$ cat config.mk
export PLATFORM = sky130hd
export DESIGN_NAME = hbridge_driver_flat
export DESIGN_NICKNAME = d
export VERILOG_FILES = /design/src/rtl/hbridge_if.sv /design/src/rtl/hbridge_driver.sv /design/src/flat_wrapper.sv
export SDC_FILE = /design/constraint.sdc
export NUM_CORES = 1
export LEC_CHECK = 0
export CORE_MARGIN = 5
export CORE_UTILIZATION = 40
export CTS_BUF_LIST = sky130_fd_sc_hd__clkbuf_8 sky130_fd_sc_hd__clkbuf_16
export CTS_CLUSTER_SIZE = 8
export DETAILED_ROUTE_END_ITERATION = 8
export SLEW_MARGIN = 20
export SYNTH_ARGS = -nofsm -noshare
export SYNTH_HDL_FRONTEND = slang
export SYNTH_SLANG_ARGS = --single-unit
$ cat constraint.sdc
create_clock -name clk -period 2.9 [get_ports clk]
set_input_delay 0.725 -clock clk [delete_from_list [all_inputs] [get_ports clk]]
set_output_delay 0.725 -clock clk [all_outputs]
set_load 0.02 [all_outputs]
$ cat src/rtl/hbridge_if.sv
// Signal bundle between the PWM stages and the H-bridge gate driver.
// The master side supplies enable and PWM. The slave side returns the gate drives and status.
interface hbridge_if;
  logic en;
  logic pwm_r;
  logic pwm_l;
  logic hs_a;
  logic ls_a;
  logic hs_b;
  logic ls_b;
  logic dir;
  logic fault;

  modport master (
    output en, pwm_r, pwm_l,
    input  hs_a, ls_a, hs_b, ls_b, dir, fault
  );

  modport slave (
    input  en, pwm_r, pwm_l,
    output hs_a, ls_a, hs_b, ls_b, dir, fault
  );
endinterface

$ cat src/rtl/hbridge_driver.sv
// H-bridge gate driver: dead-time on leg transitions, coast on reversal,
// sticky fault when both PWM inputs are high together.
module hbridge_driver #(
  parameter int unsigned DEAD_CYCLES = 2,
  parameter int unsigned REV_HOLD    = 8
) (
  input logic     clk,
  input logic     rst,
  hbridge_if.slave bus
);

  typedef enum logic [2:0] {IDLE, FWD, REV, COAST, FAULT} state_t;

  localparam logic [7:0] DEAD_LD = 8'(DEAD_CYCLES);
  localparam logic [7:0] HOLD_LD = 8'(REV_HOLD);

  state_t     state_q, state_d;
  logic       hs_a_q, hs_a_d, ls_a_q, ls_a_d;
  logic       hs_b_q, hs_b_d, ls_b_q, ls_b_d;
  logic       dir_q, dir_d, fault_q, fault_d;
  logic [7:0] cnt_q, cnt_d;
  logic       tgt_q, tgt_d;    // coast target: 1 = REV
  logic       last_q, last_d;  // last accepted level of the tracked PWM input

  always_comb begin
    state_d = state_q;
    hs_a_d  = hs_a_q;
    ls_a_d  = ls_a_q;
    hs_b_d  = hs_b_q;
    ls_b_d  = ls_b_q;
    dir_d   = dir_q;
    fault_d = fault_q;
    cnt_d   = cnt_q;
    tgt_d   = tgt_q;
    last_d  = last_q;

    if (state_q != FAULT && bus.en && bus.pwm_r && bus.pwm_l) begin
      state_d = FAULT;
      {hs_a_d, ls_a_d, hs_b_d, ls_b_d} = '0;
      fault_d = 1'b1;
      cnt_d   = '0;
    end else if (state_q != FAULT && !bus.en) begin
      state_d = IDLE;
      {hs_a_d, ls_a_d, hs_b_d, ls_b_d} = '0;
      cnt_d   = '0;
    end else begin
      case (state_q)
        IDLE: begin
          {hs_a_d, ls_a_d, hs_b_d, ls_b_d} = '0;
          if (bus.pwm_r) begin
            state_d = FWD;
            ls_b_d  = 1'b1;
            dir_d   = 1'b0;
            cnt_d   = DEAD_LD;
            last_d  = 1'b1;
          end else if (bus.pwm_l) begin
            state_d = REV;
            ls_a_d  = 1'b1;
            dir_d   = 1'b1;
            cnt_d   = DEAD_LD;
            last_d  = 1'b1;
          end
        end
        FWD: begin
          if (bus.pwm_l && !bus.pwm_r) begin
            state_d = COAST;
            {hs_a_d, ls_a_d, hs_b_d, ls_b_d} = '0;
            cnt_d   = HOLD_LD;
            tgt_d   = 1'b1;
          end else if (bus.pwm_r != last_q) begin
            // Any change, including one inside a dead window, restarts the window with leg A off.
            hs_a_d = 1'b0;
            ls_a_d = 1'b0;
            cnt_d  = DEAD_LD;
            last_d = bus.pwm_r;
          end else if (cnt_q != 8'd0) begin
            cnt_d = cnt_q - 8'd1;
            if (cnt_q == 8'd1) begin
              hs_a_d = bus.pwm_r;
              ls_a_d = ~bus.pwm_r;
            end
          end
        end
        REV: begin
          if (bus.pwm_r && !bus.pwm_l) begin
            state_d = COAST;
            {hs_a_d, ls_a_d, hs_b_d, ls_b_d} = '0;
            cnt_d   = HOLD_LD;
            tgt_d   = 1'b0;
          end else if (bus.pwm_l != last_q) begin
            hs_b_d = 1'b0;
            ls_b_d = 1'b0;
            cnt_d  = DEAD_LD;
            last_d = bus.pwm_l;
          end else if (cnt_q != 8'd0) begin
            cnt_d = cnt_q - 8'd1;
            if (cnt_q == 8'd1) begin
              hs_b_d = bus.pwm_l;
              ls_b_d = ~bus.pwm_l;
            end
          end
        end
        COAST: begin
          if (cnt_q > 8'd1) begin
            cnt_d = cnt_q - 8'd1;
          end else begin
            // Coast already covers the dead window, so the switching leg goes straight to its PWM level.
            cnt_d = '0;
            if (tgt_q) begin
              state_d = REV;
              hs_a_d  = 1'b0;
              ls_a_d  = 1'b1;
              hs_b_d  = bus.pwm_l;
              ls_b_d  = ~bus.pwm_l;
              dir_d   = 1'b1;
              last_d  = bus.pwm_l;
            end else begin
              state_d = FWD;
              hs_a_d  = bus.pwm_r;
              ls_a_d  = ~bus.pwm_r;
              hs_b_d  = 1'b0;
              ls_b_d  = 1'b1;
              dir_d   = 1'b0;
              last_d  = bus.pwm_r;
            end
          end
        end
        FAULT: begin
          {hs_a_d, ls_a_d, hs_b_d, ls_b_d} = '0;
          fault_d = 1'b1;
        end
        default: begin
          state_d = IDLE;
          {hs_a_d, ls_a_d, hs_b_d, ls_b_d} = '0;
        end
      endcase
    end
  end

  always_ff @(posedge clk) begin
    if (rst) begin
      state_q <= IDLE;
      hs_a_q  <= 1'b0;
      ls_a_q  <= 1'b0;
      hs_b_q  <= 1'b0;
      ls_b_q  <= 1'b0;
      dir_q   <= 1'b0;
      fault_q <= 1'b0;
      cnt_q   <= '0;
      tgt_q   <= 1'b0;
      last_q  <= 1'b0;
    end else begin
      state_q <= state_d;
      hs_a_q  <= hs_a_d;
      ls_a_q  <= ls_a_d;
      hs_b_q  <= hs_b_d;
      ls_b_q  <= ls_b_d;
      dir_q   <= dir_d;
      fault_q <= fault_d;
      cnt_q   <= cnt_d;
      tgt_q   <= tgt_d;
      last_q  <= last_d;
    end
  end

  assign bus.hs_a  = hs_a_q;
  assign bus.ls_a  = ls_a_q;
  assign bus.hs_b  = hs_b_q;
  assign bus.ls_b  = ls_b_q;
  assign bus.dir   = dir_q;
  assign bus.fault = fault_q;

endmodule

$ cat src/flat_wrapper.sv
// flat-port wrapper written by rule: the top's interface ports become plain ports
module hbridge_driver_flat 
#(
  parameter int unsigned DEAD_CYCLES = 2,
  parameter int unsigned REV_HOLD    = 8
)
  (clk, rst, bus_en, bus_pwm_r, bus_pwm_l, bus_hs_a, bus_ls_a, bus_hs_b, bus_ls_b, bus_dir, bus_fault);
  hbridge_if bus_i ();
  input logic clk;
  input logic rst;
  input wire logic [$bits(bus_i.en)-1:0] bus_en;
  input wire logic [$bits(bus_i.pwm_r)-1:0] bus_pwm_r;
  input wire logic [$bits(bus_i.pwm_l)-1:0] bus_pwm_l;
  output wire logic [$bits(bus_i.hs_a)-1:0] bus_hs_a;
  output wire logic [$bits(bus_i.ls_a)-1:0] bus_ls_a;
  output wire logic [$bits(bus_i.hs_b)-1:0] bus_hs_b;
  output wire logic [$bits(bus_i.ls_b)-1:0] bus_ls_b;
  output wire logic [$bits(bus_i.dir)-1:0] bus_dir;
  output wire logic [$bits(bus_i.fault)-1:0] bus_fault;
  assign bus_i.en = bus_en;
  assign bus_i.pwm_r = bus_pwm_r;
  assign bus_i.pwm_l = bus_pwm_l;
  assign bus_hs_a = bus_i.hs_a;
  assign bus_ls_a = bus_i.ls_a;
  assign bus_hs_b = bus_i.hs_b;
  assign bus_ls_b = bus_i.ls_b;
  assign bus_dir = bus_i.dir;
  assign bus_fault = bus_i.fault;
  hbridge_driver #(.DEAD_CYCLES(DEAD_CYCLES), .REV_HOLD(REV_HOLD)) u_core (.clk(clk), .rst(rst), .bus(bus_i));
endmodule
**After elaboration in Yosys (flattened, before gate mapping)**

Cells that the tools add are included.

- Add/sub/neg operators: 1
- $mul: 0
- Div/mod/pow operators: 0
- Magnitude comparators: 1
- Equal/unequal tests: 26
- Shifts and indexed selects: 0
- Multiplexer cells: 69
- Bitwise gates (word level): 5
- Reductions and logical operators: 25

Operators by type and width:

| cell | count |
|---|---|
| two-way mux 8 bit | 8 |
| two-way mux 1 bit | 44 |
| case mux 8 bit (4 select lines) | 1 |
| inequality test 4 x 1 -> 1 bit (second input constant) | 6 |
| two-way mux 3 bit | 7 |
| AND reduction 5 bit | 4 |
| case mux 3 bit (5 select lines) | 1 |
| case mux 1 bit (4 select lines) | 3 |
| inequality test 2 x 1 -> 1 bit (second input constant) | 5 |
| AND reduction 9 bit | 1 |
| equality test 8 x 1 -> 1 bit (second input constant) | 1 |
| > comparator 8 x 1 -> 1 bit (second input constant) | 1 |
| AND reduction 4 bit | 2 |
| nonzero test 8 bit | 1 |
| subtractor 8 x 1 -> 8 bit (second input constant) | 1 |
| equality test 3 x 2 -> 1 bit (second input constant) | 2 |
| logical AND 1 bit | 6 |
| inequality test 2 bit (second input constant) | 3 |
| inequality test 3 bit (second input constant) | 2 |
| case mux 1 bit (3 select lines) | 2 |
| nonzero test 2 bit | 3 |
| inequality test 5 x 3 -> 1 bit (second input constant) | 1 |
| inverter 1 bit | 5 |
| inequality test 4 x 2 -> 1 bit (second input constant) | 1 |
| 11 further kinds | 16 |

- Register bits after elaboration: 19
- Bits in latches: 0
- Memory bits (writable): 0
- Memory bits (read-only): 0
- Input bits: 5
- Output and inout port bits: 6
- Logic and storage cells: 138
- Memories: 0

**Longest topological paths before layout**

- Word-level depth: 6
- Mapped depth: 8
- Depth with buffers taken out: 7

**Least setup slack after synthesis**

Ideal clock, no wire load.

- Kind: input -> register
- Start: input port bus_pwm_r
- End: register u_core.cnt_q[2]
- Setup time: 0.076 ns
- Data arrival time: 2.313 ns
- Data required time: 2.824 ns
- Path slack: 0.511 ns
- Cell stages on the path: 7
- Buffers on the path: 1
- Cell sequence: clkbuf_1 -> inv_1 -> ha_1 -> or3_1 -> a31oi_2 -> nand3b_1 -> a31oi_1

- Longest elaborated chain between the ends: 4
- Elaborated cells between the ends (all ways): 14
- Those cells by class: 2 x eq/ne; 5 x mux; 7 x reduce/logical

Ends and longest elaborated chain:

| what | RTL line | source |
|---|---|---|
| start, declared | flat_wrapper.sv:12 | `input wire logic [$bits(bus_i.pwm_r)-1:0] bus_pwm_r;` |
| inequality test 1 bit or logical NOT 1 bit (tied branches) | hbridge_driver.sv:70, hbridge_driver.sv:65 |  |
| two-way mux 8 bit or logical AND 1 bit (tied branches) | hbridge_driver.sv:70, hbridge_driver.sv:65 |  |
| two-way mux 8 bit | hbridge_driver.sv:65 | `if (bus.pwm_l && !bus.pwm_r) begin` |
| case mux 8 bit (4 select lines) | hbridge_driver.sv:47 | `case (state_q)` |
| end signal, assigned | hbridge_driver.sv:160 | `cnt_q <= cnt_d;` |
| end, declared | hbridge_driver.sv:21 | `logic [7:0] cnt_q, cnt_d;` |

Several ways; a longest one is shown, not always the timed one.
A chain may end at the register's enable or synchronous reset.

**Final worst setup path**

- Start: input port bus_pwm_l
- End: register u_core.ls_b_q, in the netlist u_core.bus.ls_b

- Longest elaborated chain between the ends: 6
- Elaborated cells between the ends (all ways): 18
- Those cells by class: 4 x eq/ne; 7 x mux; 1 x bitwise; 6 x reduce/logical

Ends and longest elaborated chain:

| what | RTL line | source |
|---|---|---|
| start, declared | flat_wrapper.sv:13 | `input wire logic [$bits(bus_i.pwm_l)-1:0] bus_pwm_l;` |
| inverter 1 bit | hbridge_driver.sv:99, hbridge_driver.sv:114 |  |
| two-way mux 1 bit | hbridge_driver.sv:97 | `if (cnt_q == 8'd1) begin` |
| two-way mux 1 bit | hbridge_driver.sv:95 | `end else if (cnt_q != 8'd0) begin` |
| two-way mux 1 bit | hbridge_driver.sv:90 | `end else if (bus.pwm_l != last_q) begin` |
| two-way mux 1 bit | hbridge_driver.sv:85 | `if (bus.pwm_r && !bus.pwm_l) begin` |
| case mux 1 bit (4 select lines) | hbridge_driver.sv:47 |  |
| end signal, assigned | hbridge_driver.sv:157 | `ls_b_q <= ls_b_d;` |
| end, declared | hbridge_driver.sv:19 | `logic hs_b_q, hs_b_d, ls_b_q, ls_b_d;` |

Several ways; a longest one is shown, not always the timed one. The select of a mux whose other input is x is not followed.

==> results_dict.tcl <==
set metrics [dict create \
    status "finished clean" \
    setup.worst_path.start "bus_pwm_l" \
    vias 1341 \
    routedWlPerCell_um 14.9 \
    crit_slowest_cell "clkdlybuf4s50_1" \
    area_growth_pct 15.2 \
    clockPowerShare 0.297 \
    fin_skew_ns 0.00150 \
    fp.dieArea_um2 4660 \
    timing.critical_path.buf_inv 2 \
    nNetsFinal 199 \
    grt_usage 0.174 \
    seqPwrFrac 0.452 \
    cts.clk_slew.worst_paths_ns 0.07 \
    p_switching_mw 0.195 \
    cp_cell_sequence "clkdlybuf4s50_1, buf_4, nor2b_1, nor2_1, a211oi_1, o211ai_1, o211a_1" \
    dpl.hpwl_um 2620 \
    core_area_um2 3310 \
    cts_sinks 19 \
    start_kind "input port" \
    cp.required_ns 3.05 \
    drive_gt1_frac 0.0963 \
    worst-setup-path-type "input port to register" \
    hold_slack_ns 0.448 \
    intPower_mw 0.434 \
    start_util 0.410 \
    syn_area_per_cell_um2 7.75 \
    final.min_clock_period_ns 2.53 \
    synth.top_cell.area_share 0.280 \
    p_leak_nw 0.585 \
    clockBufferDepth 2 \
    ctsRootBufferMaster "clkbuf_8" \
    drtPass1Iterations 4 \
    ir_drop_mv 0.182 \
    globalRoute.totalOverflow 0 \
    die_h_um 68.2 \
    yosysMostFrequentCell "nor2_1" \
    rsz0062_at_grt "false" \
    maxCapViolCount 0 \
    timing.rr.end "u_core.cnt_q[1]$_SDFFE_PP0P_" \
    synth_cells 175 \
    wl_um 3480 \
    cts_setup_buffers 0 \
    synth.area.top_cells "dfxtp_1 (28%), nor2_1 (6.4%), ha_1 (5.5%)" \
    synth_edf_count 0 \
    endpoint_kind "register" \
    drc 0 \
    drtIter0Drc 55 \
    r2r_start "u_core.cnt_q[1]$_SDFFE_PP0P_" \
    cts_buffers 3 \
    cts_tree "built" \
    syn-num-nets 186 \
    slew_violations 0 \
    relSlewSlack 0.575 \
    place_congestion 0.915 \
    reg2regPathDepth 7 \
    io_pins 11 \
    tns_ns 0 \
    power_frac_comb 0.251 \
    slowest_delay_ns 0.47 \
    fill_cells 364 \
    cp.arrival_ns 2.69 \
    ys_seq_area_frac 0.280 \
    ctsHoldBuffers 0 \
    rows 21 \
    swShare 0.310 \
    htreeDepth 1 \
    worst-path-max-fanout 12 \
    yosysTopAreaCell "dfxtp_1" \
    io_buffers 10 \
    ff2ff_setup_slack_ns 0.63 \
    synth_commonest_cells "nor2_1 (23), dfxtp_1 (19), nand2_1 (13), a21oi_1 (11), a211oi_1 (9)" \
    tightest_slew_ns 0.634 \
    fin_util 0.472 \
    grt_antenna_before_repair 0 \
    crit_path_end "u_core.bus.ls_b$_SDFFE_PP0P_" \
    cellPowerDensity_nw_per_um2 403 \
    async_flop_share 0 \
    antenna_cells 0 \
    synth_seq_cells 19 \
    clock_latency_ns 0.26 \
    grt_first_pass_wirelength_um 6180 \
    syn_area_um2 1360 \
    setup_viol 0 \
    cp_num_cells 7 \
    netlist-cell-type-count 48 \
    vias_per_cell 5.76 \
    maxClockFrequency_ghz 0.395 \
    postRouteAntennaNets 0 \
    finalCritPeriodShare 0.873 \
    yosysWarnings 0 \
    ctsResizeCount 0 \
    grt_max_degree 18 \
    fp.dieW_um 68.2 \
    cp_top_family "compound AO/OA/AOI/OAI gates" \
    hold_viol_final 0 \
    hold_path.class "register to register" \
    ys.flop_type "dfxtp_1" \
    grt_pass1_vias 1361 \
]
[placed cells by master, fill, tap and decap left out, types with 5 or more instances in the layout]
cell	Yosys	final
buf_4	0	6
nor3_1	8	8
inv_1	8	9
nand2_1	13	13
ha_1	6	6
dfxtp_1	19	19
a21oi_1	11	11
nand3_1	5	5
nor2_1	23	23
clkdlybuf4s50_1	0	10
o21ai_0	8	8
a211oi_1	9	9
a31oi_1	5	5
[flip-flops by register name, indices dropped and copies added, names as in the netlist]
| register | count |
|---|---|
| u_core.last_q | 1 |
| u_core.state_q | 3 |
| u_core.bus.dir | 1 |
| u_core.tgt_q | 1 |
| u_core.bus.hs_b | 1 |
| u_core.bus.ls_b | 1 |
| u_core.bus.hs_a | 1 |
| u_core.bus.fault | 1 |
| u_core.cnt_q | 8 |
| u_core.bus.ls_a | 1 |
[cell families (layout without fill, tap and decap cells)]
kind of cell	after synthesis	in the layout	share of synthesized area
AOI/OAI and AO/OA	54	54	0.279
buffers and inverters	16	28	0.0526
xor gates and xnor gates	4	4	0.0258
and+or+nand+nor	73	73	0.285
muxes	3	3	0.0221
DFF	19	19	0.280
adders and majority gates	6	6	0.0553
[power groups by stage]
stage / combinational [mW] / clock (mW) / sequential [mW]
final: 0.158 / 0.187 / 0.284
after global routing: 0.177 / 0.205 / 0.286
after CTS: 0.157 / 0.189 / 0.284
after detailed placement: 0.156 / 0 / 0.290
after global placement: 0.155 / 0 / 0.290
after floorplan: 0.111 / 0 / 0.289
[per-stage QoR]
stage          total power [mW]  instances  worst slack, ns  cell area, µm²
2_1_floorplan             0.399        175            0.511            1360
5_1_grt                   0.668        233            0.135            1560
3_5_place_dp              0.446        229            0.103            1520
4_1_cts                   0.631        233            0.361            1560
6_report                  0.630        233            0.368            1560
3_3_place_gp              0.445        229            0.100            1520
[worst reg2reg max path, delay by kind of cell (launching register included)]
| family | cells | cell delay [ns] |
|---|---|---|
| flops | 1 | 0.33 |
| fa+ha+maj | 1 | 0.26 |
| buf+inv | 1 | 0.12 |
| mux | 1 | 0.22 |
| compound gates | 2 | 0.30 |
| simple gates | 2 | 0.96 |
[area by class of cell]
cell class | count | area [µm²] | share of cell area
multi-input combinational | 140 | 905 | 0.579
sequential | 19 | 380 | 0.243
timing repair buffer | 16 | 145 | 0.0929
tap | 46 | 57.6 | 0.0368
clock buffer | 3 | 41.3 | 0.0264
inverter | 8 | 30.0 | 0.0192
clock inverter | 1 | 3.75 | 0.00240
[worst min-delay path by stage]
stage / to / start / depth (start not counted)
final: u_core.bus.fault$_SDFFE_PP0P_ / u_core.bus.fault$_SDFFE_PP0P_ / 2
after global routing: u_core.bus.fault$_SDFFE_PP0P_ / u_core.bus.fault$_SDFFE_PP0P_ / 2
after CTS: u_core.bus.fault$_SDFFE_PP0P_ / u_core.bus.fault$_SDFFE_PP0P_ / 2
after detailed placement: u_core.bus.fault$_SDFFE_PP0P_ / u_core.bus.fault$_SDFFE_PP0P_ / 2
after global placement: u_core.bus.fault$_SDFFE_PP0P_ / u_core.bus.fault$_SDFFE_PP0P_ / 2
after floorplan: u_core.cnt_q[4]$_SDFFE_PP0P_ / u_core.cnt_q[4]$_SDFFE_PP0P_ / 2
[metal layers]
metal	track usage	wire [µm]	up-vias
met5	0	0	-
met4	0.0893	121	0
met3	0.0427	131	12
met2	0.273	1560	32
met1	0.220	1670	621
li1	-	-	676
Power figures use the tool's default switching activity.
